$ cat src/rtl/cp0_unit.sv
// cp0_unit: MIPS coprocessor-0 register file (SR, Cause, EPC) and exception/interrupt arbiter beside the M stage.
// Latency: req, c0_out and epc_out are combinational in the current cycle; SR, Cause and EPC update on the next rising edge.
// Backpressure: none. A taken request simply discards any mtc0 or eret issued in the same cycle.
// Ports:
//   clk, reset (synchronous, active-low)
//   we, c0_addr, c0_in : mtc0 write port (12 = SR, 13 = Cause, 14 = EPC)
//   eret               : return from exception, clears EXL
//   exc_code, is_bd, vpc, hw_int : M-stage exception source, delay-slot flag, PC, interrupt lines
//   c0_out             : mfc0 read data
//   epc_out            : EPC with same-cycle mtc0 bypass
//   req                : exception/interrupt taken this cycle
//   handler_pc         : constant handler entry address
module cp0_unit #(
   parameter logic [31:0] HANDLER_PC = 32'h0000_4180
) (
   input  logic        clk,
   input  logic        reset,
   input  logic        we,
   input  logic [4:0]  c0_addr,
   input  logic [31:0] c0_in,
   input  logic        eret,
   input  logic [4:0]  exc_code,
   input  logic        is_bd,
   input  logic [31:0] vpc,
   input  logic [5:0]  hw_int,
   output logic [31:0] c0_out,
   output logic [31:0] epc_out,
   output logic        req,
   output logic [31:0] handler_pc
);

   localparam logic [4:0] ADDR_SR    = 5'd12;
   localparam logic [4:0] ADDR_CAUSE = 5'd13;
   localparam logic [4:0] ADDR_EPC   = 5'd14;

   // SR fields
   logic [5:0]  im;
   logic        exl;
   logic        ie;
   // Cause fields
   logic        bd;
   logic [5:0]  ip;
   logic [4:0]  exc_cd;
   // EPC, low two bits always zero
   logic [31:0] epc;

   logic        int_req;
   logic        exc_req;
   logic        req_raw;
   logic [31:0] vpc_al;
   logic [31:0] c0_in_al;
   logic [31:0] epc_next;
   logic [31:0] sr_val;
   logic [31:0] cause_val;
   logic        epc_wr;

   // Requests use live hw_int, not the registered IP copy.
   assign int_req = ie & ~exl & (|(hw_int & im));
   assign exc_req = ~exl & (exc_code != 5'd0);
   assign req_raw = int_req | exc_req;

   // Masking with a constant keeps every input bit in use while forcing word alignment.
   assign vpc_al   = vpc   & 32'hFFFF_FFFC;
   assign c0_in_al = c0_in & 32'hFFFF_FFFC;

   // A delay-slot instruction restarts at its branch; modulo-2^32 wrap is intended.
   assign epc_next = is_bd ? (vpc_al - 32'd4) : vpc_al;

   assign epc_wr = we & (c0_addr == ADDR_EPC);

   assign sr_val    = {16'd0, im, 8'd0, exl, ie};
   assign cause_val = {bd, 15'd0, ip, 3'd0, exc_cd, 2'd0};

   always_ff @(posedge clk) begin
      if (!reset) begin
         im     <= 6'd0;
         exl    <= 1'b0;
         ie     <= 1'b0;
         bd     <= 1'b0;
         ip     <= 6'd0;
         exc_cd <= 5'd0;
         epc    <= 32'd0;
      end else begin
         ip <= hw_int;
         if (req_raw) begin
            // Interrupt wins over a simultaneous synchronous exception.
            exl    <= 1'b1;
            exc_cd <= int_req ? 5'd0 : exc_code;
            bd     <= is_bd;
            epc    <= epc_next;
         end else if (eret) begin
            exl <= 1'b0;
         end else if (we) begin
            case (c0_addr)
               ADDR_SR: begin
                  im  <= c0_in[15:10];
                  exl <= c0_in[1];
                  ie  <= c0_in[0];
               end
               ADDR_EPC: epc <= c0_in_al;
               default: ;
            endcase
         end
      end
   end

   // All outputs except handler_pc are forced low while reset is held.
   always_comb begin
      c0_out = 32'd0;
      if (reset) begin
         case (c0_addr)
            ADDR_SR:    c0_out = sr_val;
            ADDR_CAUSE: c0_out = cause_val;
            ADDR_EPC:   c0_out = epc;
            default:    c0_out = 32'd0;
         endcase
      end
   end

   // Bypass lets an eret right after mtc0 EPC see the new target.
   assign epc_out    = reset ? (epc_wr ? c0_in_al : epc) : 32'd0;
   assign req        = reset & req_raw;
   assign handler_pc = HANDLER_PC;

endmodule
$ cat config.mk
export PLATFORM = sky130hd
export DESIGN_NAME = cp0_unit
export DESIGN_NICKNAME = d
export VERILOG_FILES = /design/src/rtl/cp0_unit.sv
export SDC_FILE = /design/constraint.sdc
export NUM_CORES = 1
export LEC_CHECK = 0
export ABC_AREA = 1
export BUFFER_PORTS_ARGS = -buffer_cell sky130_fd_sc_hd__buf_4
export CAP_MARGIN = 10
export CORE_MARGIN = 5
export CORE_UTILIZATION = 35
export CTS_CLUSTER_SIZE = 12
export DETAILED_ROUTE_END_ITERATION = 6
export PLACE_DENSITY = 0.7
export SLEW_MARGIN = 20
export SYNTH_ARGS = -nofsm -noshare
export SYNTH_HDL_FRONTEND = slang
export SYNTH_SLANG_ARGS = --single-unit
$ cat constraint.sdc
create_clock -name clk -period 1.2 [get_ports clk]
set_input_delay 0.12 -clock clk [delete_from_list [all_inputs] [get_ports clk]]
set_output_delay 0.12 -clock clk [all_outputs]
set_load 0.02 [all_outputs]
==> flow_metrics.tcl <==
set metrics [dict create \
    grt_overflow 0 \
    routed_wl_mm 19.7 \
    syn_inst 722 \
    numCtsBuffers 5 \
    cp-start-kind "flop" \
    p_total_uw 6080 \
    fin_area_mm2 0.00858 \
    cp.arrival_ns 1.43 \
    dpl.cell_count 1096 \
    synth_area_leader_cell "dfxtp_1" \
    clk_pin_slew_worst_paths_ns 0.07 \
    yosys_warnings 0 \
    slew_viol_final 0 \
    drv_cap 0 \
    post-dp-hpwl_mm 12.4 \
    clock_sinks 50 \
    place.gp.congestion 0.962 \
    layout_min_cycle_time_ns 1.55 \
    fin_crit_sh 1.29 \
    max_freq_ghz 0.644 \
    drtAntennaViolNets 0 \
    layout_commonest_cell "buf_4" \
    layout.cells.non_filler 1150 \
    die_w_um 119 \
    first_iter_violations 355 \
    end_kind "primary output" \
    setup_ws_ns -0.354 \
    areaGrowthSynthToFinish_pct 105 \
    hold_buffers 0 \
    dr_total_vias 5862 \
    antenna_found_initial 0 \
    placed_area_mm2 0.00658 \
    powerDensity_mw_per_mm2 709 \
    grt_pass1_vias 5634 \
    hold_violations 0 \
    hold_class "in2reg" \
    first_pass_iters 5 \
    synth.area.top_cells "dfxtp_1 24%, nand2_1 15%, inv_1 8.8%, a21oi_1 8.1%, o21ai_0 7.7%" \
    clk_latency_ns 0.29 \
    synth.avg_cell_area_um2 5.80 \
    required_ns 1.08 \
    h-tree-depth 2 \
    violations "setup timing" \
    rsz0062_at_grt "true" \
    vias_per_cell 5.10 \
    ir_worst_vdd_uv 538 \
    ys_types 34 \
    final_layout_size_suffix_gt1_frac 0.544 \
    grt_max_degree 27 \
    die_area_mm2 0.0142 \
    status "finished with violations" \
    setup_violations 99 \
    synth_seq_area_share 0.239 \
    start_util 0.353 \
    die_h_um 119 \
    path_class "reg2out" \
    portBuffers 145 \
    core_mm2 0.0119 \
    ys_seq_elements 50 \
    antenna_cells 0 \
    root_buffer "clkbuf_16" \
    ctsLongestPathBuffers 2 \
    final_util 0.724 \
    drcViolationCount 0 \
    grt_first_pass_wirelength_mm 28.5 \
    final_nets 1088 \
    post_drt_wl_per_cell_um 17.1 \
    leakage_uw 0.00409 \
    io_pins 182 \
    fp-row-count 40 \
    track_usage 0.243 \
    syn_area_mm2 0.00418 \
    synth_top_area_frac 0.239 \
    finalClockSkew_ns 0.00533 \
    final_cell_mix "178 x buf_4, 131 x nand2_1, 93 x buf_6" \
    worstPathMaxFanout 2 \
    place_ws_ns -0.307 \
    cts_tree "done" \
]
-- cells by family after synthesis --
family          Yosys count  synth area share
compound gates          147             0.188
fa+ha+maj                 1           0.00299
xor+xnor                 13            0.0272
simple gates            337             0.346
buf+inv                 172             0.195
flops                    50             0.239
other cells               2           0.00179
-- cells in the mapped netlist (all sizes together) --
library cell and number:
a21oi 68, and2 2, a31oi 1, xnor2 4, nor4 1, o2111ai 1, clkbuf 15, buf 54
nor3 20, o21ai 66, o21bai 1, conb 2, clkinv 1, inv 102, nand3 52, o221ai 6
nor2 84, dfxtp 50, nand2 171, ha 1, a211oi 4, xor2 9, nand4 7
-- timing repair --
item,CTS,global route
resized for setup,199,162
pin swaps,37,27
buffers inserted,24,19
endpoints found under the hold margin,0,0
setup endpoints to repair,98,107
cloned,14,0
-- worst max-delay path, stage by stage, from the launching register on --
cell and delay, ns:
dfxtp_2 0.33, nand2_1 0.05, nand2_1 0.06, a21oi_2 0.11, nand2_2 0.10, nand2_4 0.10, nand2_4 0.07, buf_6 0.12
nand2_4 0.05, inv_2 0.03, buf_6 0.12
-- worst paths after layout --
kind | start | to | slack [ns] | cells past startpoint
worst max-delay path | im[0]$_SDFFE_PN0P_ | req | -0.35 | 10
worst max register to register | im[0]$_SDFFE_PN0P_ | epc[25]$_SDFFE_PN0P_ | -0.31 | 12
worst min register to register | epc[22]$_SDFFE_PN0P_ | epc[22]$_SDFFE_PN0P_ | 0.47 | 2
worst min-delay path | hw_int[0] | ip[0]$_SDFF_PN0_ | 0.02 | 3
-- report_power, final --
group | internal [uW] | switching (uW)
sequential | 1830 | 153
clock | 892 | 651
combinational | 1170 | 1390
-- routing by layer --
layer	vias up	track usage	wire [um]
li1	2808	-	-
met1	2733	0.304	7960
met2	267	0.434	9960
met3	54	0.0309	1180
met4	0	0.0759	597
met5	-	0	0
-- sequential cells by signal, indices dropped and copies added (netlist names) --
name,flops
ie,1
epc,30
ip,6
bd,1
exl,1
exc_cd,5
im,6
-- layout make-up --
class	instances	area [um^2]
inverters	103	444
fillers	890	3280
repair buffers	308	3150
clock buffers	7	153
multi-input cells	532	3590
well taps	147	184
clock inverters	1	8.76
flip-flops and latches	50	1030
repair inverters	2	22.5
-- stage by stage --
stage                     setup TNS [ns]  hold slack [ns]
after global routing              -26.01           0.0219
after global placement            -18.65            0.311
final                             -18.68           0.0246
after CTS                         -17.48           0.0221
after floorplan                    -2.89            0.213
after detailed placement          -20.21            0.315
Power figures use the tool's default switching activity.
